<file path="src/rtl/rf_pkg.sv">
// Shared types for the register-file write path: register ids, data words
// and the writeback request bundle used by both write sources.
package rf_pkg;

    localparam int REG_COUNT = 32;

    typedef logic [4:0]  reg_id_t;
    typedef logic [31:0] xlen_t;

    typedef struct packed {
        logic    valid;
        reg_id_t rd;
        xlen_t   data;
    } wb_req_t;

    // x0 is hardwired zero, so writes to it are discarded and never tracked
    function automatic logic is_x0(input reg_id_t id);
        return (id == '0);
    endfunction

endpackage

</file>
<file path="src/rtl/regfile_scoreboard.sv">
// Busy-register scoreboard for long-latency writes: tracks which registers
// still await a result, answers decode hazard queries, counts outstanding
// registers and flags commits to registers that were never marked busy.
module regfile_scoreboard
    import rf_pkg::*;
#(
    parameter int REG_COUNT = rf_pkg::REG_COUNT
) (
    input  logic       clk,
    input  logic       reset_n,
    input  logic       i_set_valid,
    input  reg_id_t    i_set_rd,
    input  logic       i_clr_valid,
    input  reg_id_t    i_clr_rd,
    input  reg_id_t    i_query_rs1,
    input  reg_id_t    i_query_rs2,
    input  reg_id_t    i_query_rd,
    output logic       o_hazard,
    output logic [5:0] o_pending_count,
    output logic       o_sb_error
);

    logic [31:0] r_busy;
    logic        r_sb_error;
    logic [31:0] w_set_mask;
    logic [31:0] w_clr_mask;
    logic [31:0] w_busy_next;
    logic [31:0] w_busy_view;
    logic        w_commit_err;
    logic [5:0]  w_popcount;

    // Build set/clear masks; a same-cycle set on the cleared register wins
    always_comb begin
        w_set_mask   = '0;
        w_clr_mask   = '0;
        w_commit_err = 1'b0;
        if (i_set_valid && !is_x0(i_set_rd) && (32'(i_set_rd) < REG_COUNT)) begin
            w_set_mask[i_set_rd] = 1'b1;
        end
        if (i_clr_valid && !is_x0(i_clr_rd)) begin
            w_clr_mask[i_clr_rd] = 1'b1;
            w_commit_err         = !r_busy[i_clr_rd];
        end
        w_busy_next = (r_busy & ~w_clr_mask) | w_set_mask;
    end

    // Busy vector and sticky commit-error flag, both cleared by reset only
    always_ff @(posedge clk) begin
        if (!reset_n) begin
            r_busy     <= '0;
            r_sb_error <= 1'b0;
        end else begin
            r_busy <= w_busy_next;
            if (w_commit_err) begin
                r_sb_error <= 1'b1;
            end
        end
    end

    assign w_busy_view = {r_busy[31:1], 1'b0};

    // Population count of the registered busy vector
    always_comb begin
        w_popcount = '0;
        for (int i = 1; i < 32; i++) begin
            w_popcount = w_popcount + 6'(w_busy_view[i]);
        end
    end

    assign o_hazard        = w_busy_view[i_query_rs1] | w_busy_view[i_query_rs2] | w_busy_view[i_query_rd];
    assign o_pending_count = w_popcount;
    assign o_sb_error      = r_sb_error;

endmodule

</file>
<file path="src/rtl/regfile_write_arbiter.sv">
// Arbitrates the single register-file write port between the single-cycle
// execute writeback (A) and a variable-latency unit (B). A normally wins;
// B is forced through once it has been refused STARVE_LIMIT cycles in a row.
module regfile_write_arbiter
    import rf_pkg::*;
#(
    parameter int STARVE_LIMIT = 4,
    parameter int REG_COUNT    = rf_pkg::REG_COUNT
) (
    input  logic        clk,
    input  logic        reset_n,
    input  logic        i_a_valid,
    input  reg_id_t     i_a_rd,
    input  xlen_t       i_a_data,
    output logic        o_a_stall,
    input  logic        i_b_valid,
    input  reg_id_t     i_b_rd,
    input  xlen_t       i_b_data,
    output logic        o_b_ready,
    input  logic        i_issue_valid,
    input  reg_id_t     i_issue_rd,
    input  reg_id_t     i_query_rs1,
    input  reg_id_t     i_query_rs2,
    input  reg_id_t     i_query_rd,
    output logic        o_hazard,
    output logic        o_rf_write_en,
    output reg_id_t     o_rf_write_id,
    output xlen_t       o_rf_write_data,
    output logic [5:0]  o_pending_count,
    output logic        o_sb_error
);

    wb_req_t    w_req_a;
    wb_req_t    w_req_b;
    logic [3:0] r_starve_cnt;
    logic       w_forced;
    logic       w_a_stall;
    logic       w_b_ready;
    logic       w_write_en;
    reg_id_t    w_write_id;
    xlen_t      w_write_data;

    assign w_req_a  = '{valid: i_a_valid, rd: i_a_rd, data: i_a_data};
    assign w_req_b  = '{valid: i_b_valid, rd: i_b_rd, data: i_b_data};
    assign w_forced = (r_starve_cnt == 4'(STARVE_LIMIT));

    // Grant and write-port mux; everything idles while reset is held
    always_comb begin
        w_a_stall    = 1'b0;
        w_b_ready    = 1'b0;
        w_write_en   = 1'b0;
        w_write_id   = '0;
        w_write_data = '0;
        if (reset_n) begin
            w_b_ready = w_req_b.valid && (w_forced || !w_req_a.valid || is_x0(w_req_b.rd));
            w_a_stall = w_req_a.valid && w_req_b.valid && w_forced;
            if (w_b_ready && !is_x0(w_req_b.rd)) begin
                w_write_en   = 1'b1;
                w_write_id   = w_req_b.rd;
                w_write_data = w_req_b.data;
            end else if (w_req_a.valid && !w_a_stall && !is_x0(w_req_a.rd)) begin
                w_write_en   = 1'b1;
                w_write_id   = w_req_a.rd;
                w_write_data = w_req_a.data;
            end
        end
    end

    // Count consecutive refused B cycles, saturating at the forcing threshold
    always_ff @(posedge clk) begin
        if (!reset_n) begin
            r_starve_cnt <= '0;
        end else if (w_req_b.valid && !w_b_ready) begin
            if (!w_forced) begin
                r_starve_cnt <= r_starve_cnt + 4'd1;
            end
        end else begin
            r_starve_cnt <= '0;
        end
    end

    regfile_scoreboard #(
        .REG_COUNT(REG_COUNT)
    ) u_scoreboard (
        .clk            (clk),
        .reset_n        (reset_n),
        .i_set_valid    (i_issue_valid),
        .i_set_rd       (i_issue_rd),
        .i_clr_valid    (w_b_ready),
        .i_clr_rd       (i_b_rd),
        .i_query_rs1    (i_query_rs1),
        .i_query_rs2    (i_query_rs2),
        .i_query_rd     (i_query_rd),
        .o_hazard       (o_hazard),
        .o_pending_count(o_pending_count),
        .o_sb_error     (o_sb_error)
    );

    assign o_a_stall       = w_a_stall;
    assign o_b_ready       = w_b_ready;
    assign o_rf_write_en   = w_write_en;
    assign o_rf_write_id   = w_write_id;
    assign o_rf_write_data = w_write_data;

endmodule

</file>
<file path="config.mk">
export PLATFORM = sky130hd
export DESIGN_NAME = regfile_write_arbiter
export DESIGN_NICKNAME = d
export VERILOG_FILES = /design/src/rtl/rf_pkg.sv /design/src/rtl/regfile_scoreboard.sv /design/src/rtl/regfile_write_arbiter.sv
export SDC_FILE = /design/constraint.sdc
export NUM_CORES = 1
export LEC_CHECK = 0
export CAP_MARGIN = 20
export CORE_MARGIN = 3
export CORE_UTILIZATION = 46
export CTS_CLUSTER_SIZE = 8
export DETAILED_ROUTE_END_ITERATION = 8
export PLACE_DENSITY_LB_ADDON = 0.1
export SLEW_MARGIN = 10
export SYNTH_ARGS = -nofsm -noshare
export SYNTH_HDL_FRONTEND = slang
export SYNTH_SLANG_ARGS = --single-unit
</file>
<file path="constraint.sdc">
create_clock -name clk -period 7.3 [get_ports clk]
set_input_delay 1.46 -clock clk [delete_from_list [all_inputs] [get_ports clk]]
set_output_delay 1.46 -clock clk [all_outputs]
set_load 0.005 [all_outputs]
</file>
Word-level counts from Yosys, hierarchy flattened. Cells that the tools add are included.

Add/sub/neg operators: 31. Multiply operators: 0. Divide/modulo/power cells: 0. Magnitude comparators: 7. Eq/ne operators: 1. Shift operators: 0. Mux-type cells: 26. Bitwise operators: 5. Reduce and logical (&&, ||, !) cells: 24.

Operators by type and width (count): $add 6x1->6 (29); $mux 32 (5); $and 32x32->32 (1); $not 32->32 (1); $or 32x32->32 (1); $lt 5x6->1 const B (5); $bmux 1 s5 (4); $logic_not 5->1 (3); $mux 5 (3); $mux 1 (12); $logic_and 1x1->1 (11); $demux 1 s5 (2); $ge 5x1->1 const B (2); $logic_not 1->1 (7); $add 4x1->4 const B (1); $eq 4x3->1 const B (1); $add 1x1->2 (1); $logic_or 1x1->1 (2); $or 1x1->1 (2); $reduce_and 2->1 (1).

Bits in registers: 37. Bits in latches: 0. RAM bits: 0. Memory bits (read-only): 0. Bits of input ports: 99. Output and inout bits: 48. Logic and storage cells: 97. Memories kept: 0.

Logic depth before layout (Yosys ltp).
Depth in word-level cells: 30. Gate-level depth with buffers: 17. Depth with buffers taken out: 17.

Cells and area by module. From an unflattened synthesis, not the netlist that was laid out.

Cells, all modules: 513. Area total of the unflattened synthesis: 4290.4 um^2.

By module, submodules not included: regfile_scoreboard (instances 1, cells each 386, area each 3387.0 um^2, seq. area each 660.6 um^2); regfile_write_arbiter (instances 1, cells each 127, area each 903.4 um^2, seq. area each 80.1 um^2).

Worst setup path after synthesis. OpenSTA, ideal clock, no wires.

Path kind: register to output. Start point: reg u_scoreboard.r_busy[1]. End point: out o_pending_count[4]. Arrival time: 4608 ps. Data required time: 5840 ps. Slack: 1232 ps. Cell stages (with the launch flop): 15. Buffers on the path: 0. Cell sequence: dfxtp_1 > ha_1 > inv_1 > fa_1 > fa_1 > fa_1 > fa_1 > fa_1 > fa_1 > inv_1 > ha_1 > fa_1 > a21o_1 > a21oi_1 > xnor2_1.

Cells in the longest elaborated chain, start to end: 30.

Ends and longest elaborated chain: from (decl) (line regfile_scoreboard.sv:23) `logic [31:0] r_busy;`; from (signal assigned) (line regfile_scoreboard.sv:53) `r_busy <= w_busy_next;`; $add 1x1->2 (line regfile_scoreboard.sv:66) `w_popcount = w_popcount + 6'(w_busy_view[i]);`; $add 6x1->6 (29 in series) (line regfile_scoreboard.sv:66); to (decl) (line regfile_write_arbiter.sv:29) `output logic [5:0] o_pending_count,`.

No other way between the ends.

Final worst setup path. Same ends and word-level chain as after synthesis.

==> impl_metrics.tcl <==
set metrics [dict create \
    via_per_inst 5.831 \
    critPathRequiredTime_ns 5.84 \
    antenna_found_initial 0 \
    post-place-ws_ns 0.5069 \
    num_rows 33 \
    numPortBuffers 146 \
    clk_latency_ns 0.29 \
    vdd.ir_drop.worst_mv 0.1147 \
    period_share 0.9723 \
    cts_root_buffer "clkbuf_8" \
    maxCapViolCount 0 \
    p_per_area_mw_per_mm2 96.93 \
    hold_start "u_scoreboard.o_sb_error" \
    whs_path_depth 2 \
    fmax_mhz 140.9 \
    critPathCaptureType "primary output" \
    hp-class "reg2reg" \
    seq_area_frac_synth 0.1823 \
    gp_congestion 0.9369 \
    slew-limit-headroom 0.3940 \
    setup_viol 0 \
    layout_commonest_cell "clkdlybuf4s50_1" \
    wire_per_inst_um 18.71 \
    rr_startpoint "r_starve_cnt[0]" \
    die_x_um 99.98 \
    synth.cell_area_mm2 0.004063 \
    status "finished clean" \
    yosysUniqueCellTypes 54 \
    dieArea_mm2 0.009995 \
    cp.arrival_ns 5.64 \
    synth_nets 645 \
    r2r_slack_ns 4.46 \
    io_pins 147 \
    grt_start_max_net_pins 43 \
    layout_common_cells "146 x clkdlybuf4s50_1, 109 x nand2_1, 76 x a21oi_1" \
    fin_ws_ns 0.2021 \
    whs_ns 0.4865 \
    n_antenna_cell 0 \
    path_clk_slew_ns 0.07 \
    numCtsBuffers 5 \
    cts.htree.levels 2 \
    hold_viol_final 0 \
    vias 4338 \
    synth_flop_cell "dfxtp_1" \
    p_leak_nw 2.140 \
    cp_max_fo 6 \
    grt_remaining_overflow 0 \
    grt_pass1_vias 4237 \
    remaining_drc_errors 0 \
    min_to "u_scoreboard.o_sb_error" \
    ant_nets 0 \
    grt_use_total 0.2790 \
    fin_nets 771 \
    fillCellCount 721 \
    syn_inst 512 \
    r2r-end "u_scoreboard.r_busy[18]" \
    grt_pass1_wl_um 22220 \
    drtIter0Drc 232 \
    cts_buffer_depth 2 \
    finClkSkew_ns 0.004058 \
    path_class "reg2out" \
    drtPass1Iterations 5 \
    tritoncts "built" \
    period_minus_slack_ns 7.098 \
    r2r_cells 8 \
    cts_hold_buf 0 \
    synth_seq_cells 37 \
    drt_wl_total_um 13920 \
    die_h_um 99.98 \
    drive_gt1_frac 0.07042 \
    yosysWarnings 0 \
    synth.avg_cell_area_um2 7.935 \
    start_util 0.4847 \
    async_reset_ff_frac 0 \
    area_growth_pct 38.37 \
    clock-sinks 37 \
    dp_hpwl_um 11000 \
    synth_edf_count 0 \
    rsz0062_at_grt "no" \
    core_area_mm2 0.008382 \
    worst_pin_slew_ns 0.9088 \
    cp-start-kind "flop" \
    slew_viol_final 0 \
    fin_tns_setup_ns 0 \
]
[sequential cells by signal, indices dropped and copies added, names as in the netlist]
signal and cells:
u_scoreboard.r_busy 32, r_starve_cnt 4, u_scoreboard.o_sb_error 1
[worst max-delay path by stage]
stage                          to              startpoint  slack, ns
2_1_floorplan  o_pending_count[4]  u_scoreboard.r_busy[1]       1.23
3_3_place_gp   o_pending_count[4]  u_scoreboard.r_busy[1]       0.64
3_5_place_dp   o_pending_count[4]  u_scoreboard.r_busy[2]       0.51
4_1_cts        o_pending_count[4]  u_scoreboard.r_busy[1]       0.18
5_1_grt        o_pending_count[4]  u_scoreboard.r_busy[1]       0.01
6_report       o_pending_count[4]  u_scoreboard.r_busy[1]       0.20
[layer usage]
metal	track usage	part of all wire	vias up
met5	0	0	-
met4	0.07461	0.023	0
met3	0.05629	0.081	34
met2	0.4628	0.49	228
met1	0.3742	0.40	2046
li1	-	-	2030
[through the flow]
| stage | power [mW] | std cells | area (um2) | utilization |
|---|---|---|---|---|
| after floorplan | 0.3004 | 512 | 4063 | - |
| after global placement | 0.4034 | 736 | 5538 | 0.6607 |
| after detailed placement | 0.4084 | 736 | 5538 | 0.6607 |
| after CTS | 0.5466 | 744 | 5620 | 0.6705 |
| after global routing | 0.5696 | 744 | 5622 | 0.6707 |
| final | 0.5449 | 744 | 5622 | 0.6707 |
[final cells by class]
class | instances | area, um2 | share of cell area
multi-input combinational | 391 | 2972 | 0.5286
timing repair buffer | 151 | 1499 | 0.2666
sequential | 37 | 742.0 | 0.1320
inverter | 52 | 195.2 | 0.03472
tap | 105 | 131.4 | 0.02337
clock buffer | 6 | 72.57 | 0.01291
clock inverter | 2 | 10.01 | 0.001781
[cells in the mapped netlist, types with 3 or more instances]
| cell type | number | area, um2 |
|---|---|---|
| a211oi_1 | 3 | 22.52 |
| a21oi_1 | 76 | 380.4 |
| a22oi_1 | 3 | 22.52 |
| buf_2 | 13 | 65.06 |
| buf_4 | 3 | 22.52 |
| clkbuf_1 | 13 | 48.80 |
| dfxtp_1 | 37 | 740.7 |
| fa_1 | 23 | 460.4 |
| ha_1 | 11 | 137.6 |
| inv_1 | 51 | 191.4 |
| mux2_2 | 3 | 33.78 |
| mux2i_1 | 10 | 100.1 |
| mux4_1 | 3 | 78.83 |
| mux4_2 | 25 | 563.0 |
| nand2_1 | 109 | 409.1 |
| nand2b_1 | 5 | 31.28 |
| nand3_1 | 11 | 55.05 |
| nand3b_1 | 3 | 22.52 |
| nand4_1 | 4 | 25.02 |
| nor2_1 | 21 | 78.83 |
| nor2b_1 | 8 | 50.05 |
| nor3_1 | 8 | 40.04 |
| nor3b_1 | 3 | 22.52 |
| o21ai_0 | 25 | 125.1 |
| xnor2_1 | 4 | 35.03 |
[report_power, final]
group	internal, mW	leakage (nW)	switching [mW]	total (mW)
sequential	0.205	0.299	0.00493	0.210
combinational	0.108	1.80	0.0865	0.195
clock	0.0662	0.0450	0.0742	0.140
[cells by family after synthesis]
| kind of cell | synth area share |
|---|---|
| muxes | 0.1909 |
| adders and majority gates | 0.1472 |
| DFF | 0.1823 |
| buffers and inverters | 0.08623 |
| xor gates and xnor gates | 0.01078 |
| and+or+nand+nor | 0.2042 |
| AOI/OAI and AO/OA | 0.1783 |
[critical path, cell delays in order, from the launching register on]
cell             delay (ns)
dfxtp_1                0.43
ha_1                   0.26
inv_1                  0.07
fa_1                   0.43
fa_1                   0.54
fa_1                   0.44
fa_1                   0.50
fa_1                   0.51
fa_1                   0.50
inv_1                  0.04
ha_1                   0.19
fa_1                   0.40
a21o_1                 0.20
a21oi_1                0.18
xnor2_1                0.13
clkdlybuf4s50_1        0.51
[what timing repair did]
action | in CTS | in global routing
setup endpoints to repair | 0 | 1
resized for setup | 0 | 1
setup buffers | 0 | 0
Note: power is estimated with default switching activity, not from simulation.
